==> src/rtl/cpu_ctrl_pkg.sv <==
// Shared definitions for the CPU run controller: default widths, FSM states
// and run status codes.
package cpu_ctrl_pkg;

  localparam int unsigned DEF_INSTR_W      = 9;
  localparam int unsigned DEF_PC_W         = 4;
  localparam int unsigned DEF_DATA_W       = 8;
  localparam int unsigned DEF_CNT_W        = 16;
  localparam int unsigned DEF_DRAIN_CYCLES = 1;

  typedef enum logic [2:0] {
    S_IDLE,
    S_CLEAR,
    S_RUN,
    S_DRAIN,
    S_DONE
  } state_e;

  typedef enum logic [1:0] {
    ST_NONE    = 2'b00,
    ST_BREAK   = 2'b01,
    ST_TIMEOUT = 2'b10
  } status_e;

endpackage

==> src/rtl/sat_counter.sv <==
// Saturating up-counter with synchronous clear.
// Ports: i_clk, i_rst (sync, active-high), i_clr (sync clear), i_en (count),
//        o_count (current value, holds at all-ones).
module sat_counter #(
  parameter int unsigned W = 16
) (
  input  logic         i_clk,
  input  logic         i_rst,
  input  logic         i_clr,
  input  logic         i_en,
  output logic [W-1:0] o_count
);

  logic [W-1:0] r_count;

  always_ff @(posedge i_clk) begin
    if (i_rst || i_clr) begin
      r_count <= '0;
    end else if (i_en && (r_count != '1)) begin
      r_count <= r_count + W'(1);
    end
  end

  assign o_count = r_count;

endmodule

==> src/rtl/cpu_run_ctrl.sv <==
// Run controller for the 8-bit accumulator computer: loads instruction memory
// over a valid/ready channel, resets the CPU for one cycle on start, runs it
// until a breakpoint or cycle budget, then freezes it and snapshots its taps.
// Ports:
//   i_clk, i_rst                       clock, sync active-high reset
//   i_ld_valid/o_ld_ready, i_ld_addr,
//   i_ld_data                          program-load handshake
//   i_start                            one-cycle run request
//   i_bp_en, i_bp_addr, i_max_cycles   breakpoint and budget (0 = unlimited)
//   o_im_we, o_im_waddr, o_im_wdata    instruction-memory write port
//   o_cpu_en, o_cpu_rst                CPU clock enable and reset
//   i_pc, i_reg_a, i_reg_b, i_alu_out  CPU observation taps
//   o_done, o_status, o_cycles         run result
//   o_snap_a, o_snap_b, o_snap_alu     taps captured on entering DONE
module cpu_run_ctrl
  import cpu_ctrl_pkg::*;
#(
  parameter int unsigned INSTR_W      = DEF_INSTR_W,
  parameter int unsigned PC_W         = DEF_PC_W,
  parameter int unsigned DATA_W       = DEF_DATA_W,
  parameter int unsigned CNT_W        = DEF_CNT_W,
  parameter int unsigned DRAIN_CYCLES = DEF_DRAIN_CYCLES
) (
  input  logic               i_clk,
  input  logic               i_rst,
  input  logic               i_ld_valid,
  output logic               o_ld_ready,
  input  logic [PC_W-1:0]    i_ld_addr,
  input  logic [INSTR_W-1:0] i_ld_data,
  input  logic               i_start,
  input  logic               i_bp_en,
  input  logic [PC_W-1:0]    i_bp_addr,
  input  logic [CNT_W-1:0]   i_max_cycles,
  output logic               o_im_we,
  output logic [PC_W-1:0]    o_im_waddr,
  output logic [INSTR_W-1:0] o_im_wdata,
  output logic               o_cpu_en,
  output logic               o_cpu_rst,
  input  logic [PC_W-1:0]    i_pc,
  input  logic [DATA_W-1:0]  i_reg_a,
  input  logic [DATA_W-1:0]  i_reg_b,
  input  logic [DATA_W-1:0]  i_alu_out,
  output logic               o_done,
  output logic [1:0]         o_status,
  output logic [CNT_W-1:0]   o_cycles,
  output logic [DATA_W-1:0]  o_snap_a,
  output logic [DATA_W-1:0]  o_snap_b,
  output logic [DATA_W-1:0]  o_snap_alu
);

  // Drain countdown terminal value; unused when DRAIN_CYCLES is 0.
  localparam int unsigned DRAIN_LAST = (DRAIN_CYCLES == 0) ? 0 : DRAIN_CYCLES - 1;

  state_e               r_state;
  state_e               w_next;
  logic                 r_bp_en;
  logic [PC_W-1:0]      r_bp_addr;
  logic [CNT_W-1:0]     r_max;
  status_e              r_status;
  status_e              w_status_val;
  logic                 w_status_set;
  logic                 r_im_we;
  logic [PC_W-1:0]      r_im_waddr;
  logic [INSTR_W-1:0]   r_im_wdata;
  logic [DATA_W-1:0]    r_snap_a;
  logic [DATA_W-1:0]    r_snap_b;
  logic [DATA_W-1:0]    r_snap_alu;
  logic [CNT_W-1:0]     w_cycles;
  logic [CNT_W-1:0]     w_drain_cnt;
  logic                 w_idle_or_done;
  logic                 w_start_acc;
  logic                 w_load_acc;
  logic                 w_break;
  logic                 w_timeout;
  logic                 w_cpu_en;
  logic                 w_ld_ready;

  assign w_idle_or_done = (r_state == S_IDLE) || (r_state == S_DONE);
  assign w_start_acc    = i_start && w_idle_or_done;
  assign w_ld_ready     = w_idle_or_done && !i_start;
  assign w_load_acc     = i_ld_valid && w_ld_ready;
  assign w_cpu_en       = (r_state == S_RUN) || (r_state == S_DRAIN);
  assign w_break        = r_bp_en && (i_pc == r_bp_addr);
  // Widened compare so a saturated count can never alias a budget match.
  assign w_timeout      = (r_max != '0) &&
                          ((CNT_W+1)'(w_cycles) + (CNT_W+1)'(1) == (CNT_W+1)'(r_max));

  // Enabled-cycle count of the current/last run.
  sat_counter #(.W(CNT_W)) u_cycles (
    .i_clk   (i_clk),
    .i_rst   (i_rst),
    .i_clr   (w_start_acc),
    .i_en    (w_cpu_en),
    .o_count (w_cycles)
  );

  // Cycles spent in DRAIN; held at zero outside it.
  sat_counter #(.W(CNT_W)) u_drain (
    .i_clk   (i_clk),
    .i_rst   (i_rst),
    .i_clr   (r_state != S_DRAIN),
    .i_en    (r_state == S_DRAIN),
    .o_count (w_drain_cnt)
  );

  // State register.
  always_ff @(posedge i_clk) begin
    if (i_rst) begin
      r_state <= S_IDLE;
    end else begin
      r_state <= w_next;
    end
  end

  // Next-state and status decision; break outranks timeout.
  always_comb begin
    w_next       = r_state;
    w_status_set = 1'b0;
    w_status_val = ST_NONE;
    case (r_state)
      S_IDLE, S_DONE: begin
        if (w_start_acc) w_next = S_CLEAR;
      end
      S_CLEAR: w_next = S_RUN;
      S_RUN: begin
        if (w_break) begin
          w_next       = (DRAIN_CYCLES == 0) ? S_DONE : S_DRAIN;
          w_status_set = 1'b1;
          w_status_val = ST_BREAK;
        end else if (w_timeout) begin
          w_next       = S_DONE;
          w_status_set = 1'b1;
          w_status_val = ST_TIMEOUT;
        end
      end
      S_DRAIN: begin
        if (w_drain_cnt == CNT_W'(DRAIN_LAST)) w_next = S_DONE;
      end
      default: w_next = S_IDLE;
    endcase
  end

  // Run configuration, status, memory write port and snapshots.
  always_ff @(posedge i_clk) begin
    if (i_rst) begin
      r_bp_en    <= 1'b0;
      r_bp_addr  <= '0;
      r_max      <= '0;
      r_status   <= ST_NONE;
      r_im_we    <= 1'b0;
      r_im_waddr <= '0;
      r_im_wdata <= '0;
      r_snap_a   <= '0;
      r_snap_b   <= '0;
      r_snap_alu <= '0;
    end else begin
      r_im_we <= w_load_acc;
      if (w_load_acc) begin
        r_im_waddr <= i_ld_addr;
        r_im_wdata <= i_ld_data;
      end
      if (w_start_acc) begin
        r_bp_en   <= i_bp_en;
        r_bp_addr <= i_bp_addr;
        r_max     <= i_max_cycles;
        r_status  <= ST_NONE;
      end else if (w_status_set) begin
        r_status <= w_status_val;
      end
      // Taps sampled on the edge that enters DONE.
      if ((w_next == S_DONE) && (r_state != S_DONE)) begin
        r_snap_a   <= i_reg_a;
        r_snap_b   <= i_reg_b;
        r_snap_alu <= i_alu_out;
      end
    end
  end

  assign o_ld_ready = w_ld_ready;
  assign o_cpu_en   = w_cpu_en;
  assign o_cpu_rst  = (r_state == S_CLEAR);
  assign o_done     = (r_state == S_DONE);
  assign o_status   = r_status;
  assign o_cycles   = w_cycles;
  assign o_im_we    = r_im_we;
  assign o_im_waddr = r_im_waddr;
  assign o_im_wdata = r_im_wdata;
  assign o_snap_a   = r_snap_a;
  assign o_snap_b   = r_snap_b;
  assign o_snap_alu = r_snap_alu;

endmodule
==> config.mk <==
export PLATFORM = sky130hd
export DESIGN_NAME = cpu_run_ctrl
export DESIGN_NICKNAME = d
export VERILOG_FILES = /design/src/rtl/cpu_ctrl_pkg.sv /design/src/rtl/sat_counter.sv /design/src/rtl/cpu_run_ctrl.sv
export SDC_FILE = /design/constraint.sdc
export NUM_CORES = 1
export LEC_CHECK = 0
export BUFFER_PORTS_ARGS = -buffer_cell sky130_fd_sc_hd__buf_2
export CORE_MARGIN = 8
export CORE_UTILIZATION = 47
export CTS_CLUSTER_DIAMETER = 80
export DETAILED_ROUTE_END_ITERATION = 8
export PLACE_DENSITY = 0.83
export SLEW_MARGIN = 15
export SYNTH_ARGS = -nofsm -noshare
export SYNTH_HDL_FRONTEND = slang
export SYNTH_SLANG_ARGS = --single-unit
export TNS_END_PERCENT = 30
==> constraint.sdc <==
create_clock -name i_clk -period 3 [get_ports i_clk]
set_clock_uncertainty 0.15 [all_clocks]
set_input_delay 0.15 -clock i_clk [delete_from_list [all_inputs] [get_ports i_clk]]
set_output_delay 0.15 -clock i_clk [all_outputs]
set_load 0.05 [all_outputs]
# --- Word level (Yosys, flattened, before mapping) ---
# Cells that the tools add are included.
# Widths: inputs -> output; s select.
word_totals:
  ff_bits: 96
  input_bits: 66
  elab_cells: 56
classes:
  add_sub_neg: 3
  n_eq_ne: 11
  muxes: 11
  n_reduce_logical: 18
op_table:
  columns: ["op", "n"]
  rows:
  - ["$add 16x1->16 const B", 2]
  - ["$ne 16x16->1 const B", 2]
  - ["$add 16x1->17 const B", 1]
  - ["$eq 17x16->1", 1]
  - ["$logic_not 16->1", 1]
  - ["$reduce_bool 16->1", 1]
  - ["$mux 3", 4]
  - ["$pmux 3 s4", 1]
  - ["$logic_and 1x1->1", 8]
  - ["$eq 3x2->1 const B", 2]
  - ["$eq 3x3->1 const B", 2]
  - ["$mux 2", 3]
  - ["$eq 4x4->1", 1]
  - ["$logic_or 1x1->1", 4]
  - ["$reduce_or 2->1", 2]
  - ["$eq 3x1->1 const B", 1]
  - ["$logic_not 3->1", 1]
  - ["$mux 1", 3]
  - ["$ne 3x2->1 const B", 1]
  - ["$ne 3x3->1 const B", 1]
  - ["$logic_not 1->1", 1]

# --- Longest topological paths before layout ---
logic_depth:
  depth_word: 8
  mapped_depth: 12
  ltp_nobuf: 9

# --- Modules after synthesis ---
# A second synthesis with hierarchy kept.
hier_totals:
  hier_cells: 579
  hier_area_um2: 4952.2
modules_own_cells:
  columns: ["mod", "instances", "cells_per_inst", "area_each_um2", "seq_area_each_um2"]
  rows:
  - ["cpu_run_ctrl", 1, 389, 3258.1, 1281.2]
  - ["sat_counter", 2, 95, 847.1, 320.3]

# --- Worst setup path before layout ---
# No wires, ideal clock.
synth_timing:
  path_kind: "reg2reg"
  startpoint: "reg u_cycles.r_count[0] (netlist: u_cycles.o_count[0])"
  endpoint: "reg r_snap_a[0] (netlist: o_snap_a[0])"
  t_arrival_ns: 3.066
  required_time_ns: 2.778
  path_slack_ns: -0.288
  path_stages_with_launch: 12
  n_path_buf: 2
  synth_period_minus_slack_ns: 3.288
  path_cell_list: "dfxtp_1 ha_1 nand3_2 nor2_4 o2111ai_1 or4_1 or3_1 o21bai_2 nor3b_2 buf_6 buf_12 mux2i_1"
synth_between:
  elab_chain_cells: 8
synth_lines:
  columns: ["item", "line", "rtl"]
  rows:
  - ["start, declared", "sat_counter.sv:14", "logic [W-1:0] r_count;"]
  - ["start signal, assigned", "sat_counter.sv:20", "r_count <= r_count + W'(1);"]
  - ["$add 16x1->17", "cpu_run_ctrl.sv:86", "((CNT_W+1)'(w_cycles) + (CNT_W+1)'(1) == (CNT_W+1)'(r_max));"]
  - ["$eq 17x16->1", "cpu_run_ctrl.sv:86", null]
  - ["$logic_and 1x1->1", "cpu_run_ctrl.sv:85", "assign w_timeout = (r_max != '0) &&"]
  - ["$mux 3", "cpu_run_ctrl.sv:130", "end else if (w_timeout) begin"]
  - ["$mux 3", "cpu_run_ctrl.sv:126", "if (w_break) begin"]
  - ["$pmux 3 s4", "cpu_run_ctrl.sv:120", "case (r_state)"]
  - ["$eq 3x3->1", "cpu_run_ctrl.sv:171", "if ((w_next == S_DONE) && (r_state != S_DONE)) begin"]
  - ["$logic_and 1x1->1", "cpu_run_ctrl.sv:171", null]
  - ["end signal, assigned", "cpu_run_ctrl.sv:172", "r_snap_a <= i_reg_a;"]
  - ["end, declared", "cpu_run_ctrl.sv:65", "logic [DATA_W-1:0] r_snap_a;"]
# No other way between the ends.
# A chain may end at the register's enable or synchronous reset.

# --- Worst setup path after layout ---
layout_timing:
  startpoint: "reg u_cycles.r_count[1] (netlist: u_cycles.o_count[1])"
  endpoint: "reg r_snap_alu[4] (netlist: o_snap_alu[4])"
layout_between:
  elab_chain_cells: 8
layout_lines:
  columns: ["item", "line", "rtl"]
  rows:
  - ["$add 16x1->17", "cpu_run_ctrl.sv:86", null]
  - ["$eq 17x16->1", "cpu_run_ctrl.sv:86", null]
  - ["$logic_and 1x1->1", "cpu_run_ctrl.sv:85", null]
  - ["$mux 3", "cpu_run_ctrl.sv:130", null]
  - ["$mux 3", "cpu_run_ctrl.sv:126", null]
  - ["$pmux 3 s4", "cpu_run_ctrl.sv:120", null]
  - ["$eq 3x3->1", "cpu_run_ctrl.sv:171", null]
  - ["$logic_and 1x1->1", "cpu_run_ctrl.sv:171", null]
  - ["end signal, assigned", "cpu_run_ctrl.sv:174", "r_snap_alu <= i_alu_out;"]
  - ["end, declared", "cpu_run_ctrl.sv:67", "logic [DATA_W-1:0] r_snap_alu;"]
# No other way between the ends.

==> results.json <==
{
  "maxSlewViolCount": 0,
  "status": "completed",
  "cts_tree": "built",
  "synth_area_leaders": "dfxtp_1 (42%), nand2_1 (7.2%), nand2b_1 (7.1%)",
  "num_io_pins": 126,
  "vias_per_cell": 5.28,
  "synthCells": 548,
  "layout_commonest_cell": "buf_2",
  "route.detailed.drc": 0,
  "syn-num-nets": 617,
  "grt_pass1_wl_mm": 22.0,
  "grt_use_total_pct": 20.5,
  "arrival_ns": 3.10,
  "routedWlPerCell_um": 15.9,
  "worst_setup_hold_path_clk_slew_ns": 0.11,
  "synthesis.area_um2": 4610,
  "cts_buffers": 9,
  "ir_drop_v": 0.000337,
  "ys_types": 48,
  "powerDensity_nw_per_um2": 415,
  "cap_viol_max_count": 0,
  "async_flop_share_pct": 0,
  "finish.utilization_pct": 65.4,
  "synth_edf_count": 0,
  "row_count": 36,
  "synth_ff_type": "dfxtp_1",
  "crit_buf_inv": 2,
  "hold_viol": 0,
  "initial_utilization_pct": 47.8,
  "rrSetupSlack_ns": 0.05,
  "insertion_delay_ns": 0.37,
  "setup_viol": 0,
  "gp_congestion": 0.976,
  "min_from": "i_start",
  "period_needed_ns": 2.95,
  "cts_max_path_buffers": 2,
  "slew_headroom_pct": 53.3,
  "clockRootBuffer": "clkbuf_8",
  "rr_worst_depth": 11,
  "fillCellCount": 750,
  "core_area_um2": 9640,
  "routed_wl_mm": 13.8,
  "mostFrequentLayoutCells": "buf_2 (125), nand2_1 (88), dfxtp_1 (86)",
  "drt_iter0_drc": 320,
  "ant_nets": 0,
  "dr_total_vias": 4575,
  "min_period_over_period_pct": 98.3,
  "synth_top_area_share_pct": 41.7,
  "worst-setup-path-type": "flop to flop",
  "hold-path-endpoint": "r_bp_addr[1]",
  "power_leakage_nw": 2.58,
  "cts.sinks": 96,
  "final_nets": 797,
  "port_buffers": 125,
  "hold_class": "input port to flop",
  "crit_start": "u_cycles.o_count[1]",
  "endpoint_kind": "flop",
  "htreeDepth": 3,
  "die_x_um": 115,
  "fmaxAchievable_mhz": 339,
  "finalHoldWorstSlack_ns": 0.152,
  "synth.largest_area_cell": "dfxtp_1",
  "antenna_found_initial": 1,
  "power_mw": 2.61,
  "holdPathStages": 5,
  "ys.warnings.count": 0,
  "tightest_slew_ns": 0.701,
  "grt_overflow": 0,
  "die_y_um": 115,
  "r2r_start": "u_cycles.o_count[1]",
  "cp.required_ns": 3.15,
  "cp_cell_sequence": "ha_4, nand3_4, a21oi_2, nor2_1, or4_1, or3_4, o21bai_2, nor3b_4, buf_4, buf_16, mux2i_1",
  "crit_fanout": 12,
  "synth_seq_area_share_pct": 41.7,
  "crit_path_top_delay_cell": "or4_1",
  "synth.avg_cell_area_um2": 8.41,
  "first_global_vias": 4626,
  "area_delta_synth_final_pct": 36.8,
  "start_kind": "flop",
  "die_area_um2": 13200,
  "dpl.hpwl_mm": 8.96,
  "drtPass1Iterations": 6,
  "synth-seq-cells": 96,
  "drive_gt1_share_pct": 25.6,
  "reg2reg_to": "o_snap_alu[4]",
  "critPathMaxStageDelay_ns": 0.47,
  "crit_family": "simple AND/OR/NAND/NOR gates",
  "grt_max_degree": 52
}
-- cell usage after synthesis (5+ instances only) --
library cell	count
dfxtp_1	96
nand2_1	88
nand2b_1	52
a21oi_1	46
nor2_1	45
xor2_1	31
mux2i_1	26
clkbuf_1	23
xnor2_1	16
nand3_1	14
nor3_1	13
nand4_1	12
nor4_1	10
o21ai_0	7
inv_1	6
and4_1	5
or3_1	5
-- how the worst max path moves through the flow --
stage          slack (ns)  cells after the start            end
3_5_place_dp         0.02                     10    o_snap_b[7]
5_1_grt             -0.08                     11    o_snap_a[0]
2_1_floorplan        0.01                     10    o_snap_a[0]
6_report             0.05                     11  o_snap_alu[4]
4_1_cts              0.01                     10  o_snap_alu[7]
3_3_place_gp         0.12                     10  o_snap_alu[5]
-- through the flow --
step	instance area (µm²)	setup WS (ns)	setup TNS, ns	std cells
after floorplan	4620	0.0125	0	548
after global placement	5340	0.115	0	785
after detailed placement	5340	0.0152	0	785
after CTS	6180	0.00968	0	861
after global routing	6300	-0.0795	-0.775	867
final	6300	0.0511	0	867
-- cell families after synthesis --
| logic type | after synthesis | share of synthesized area (%) |
|---|---|---|
| flops | 96 | 41.7 |
| xor+xnor | 47 | 8.93 |
| compound gates | 69 | 8.55 |
| buf+inv | 39 | 4.45 |
| fa+ha+maj | 3 | 0.814 |
| mux | 26 | 5.65 |
| simple gates | 268 | 29.9 |
-- routing by layer --
layer,vias up,global-route usage [%],wire (µm)
met1,2131,22.5,5450
met3,39,6.62,1160
met5,-,0,0
li1,2216,-,-
met2,189,35.6,6720
met4,0,8.76,446
-- worst min-delay path: stages --
cell and delay (ns):
buf_2 0.09, nand2_1 0.04, buf_4 0.20, nand2_1 0.08, a21oi_1 0.05
-- sequential cells by signal, indices dropped and copies added (netlist names) --
signal,cells
o_im_waddr,4
o_im_wdata,9
o_im_we,1
o_snap_a,8
o_snap_alu,8
o_snap_b,8
o_status,2
r_bp_addr,4
r_bp_en,1
r_max,16
r_state,3
u_cycles.o_count,16
u_drain.o_count,16
-- where the power goes --
part	total, mW	leakage (nW)	switching [mW]	internal, mW
Sequential	1.34	0.785	0.0365	1.31
Clock	0.855	0.102	0.508	0.347
Combinational	0.416	1.70	0.230	0.186
Total	2.61	2.58	0.775	1.84
-- repair_timing --
action,4_1_cts,5_1_grt
hold buffers,58,0
setup endpoints to repair,5,24
endpoints found under the hold margin,58,0
gates cloned,1,1
setup buffers,1,4
pin swaps,0,3
gates resized for setup,4,17
-- final cells by class --
class	count	area, µm²	area share, %
Sequential cell	96	1950	30.9
Clock buffer	10	138	2.18
Multi-Input combinational cell	413	2550	40.5
Inverter	6	22.5	0.357
Antenna cell	1	2.50	0.0397
Tap cell	133	166	2.64
Timing Repair Buffer	202	1420	22.4
Clock inverter	6	57.6	0.913
Power figures use the tool's default switching activity.
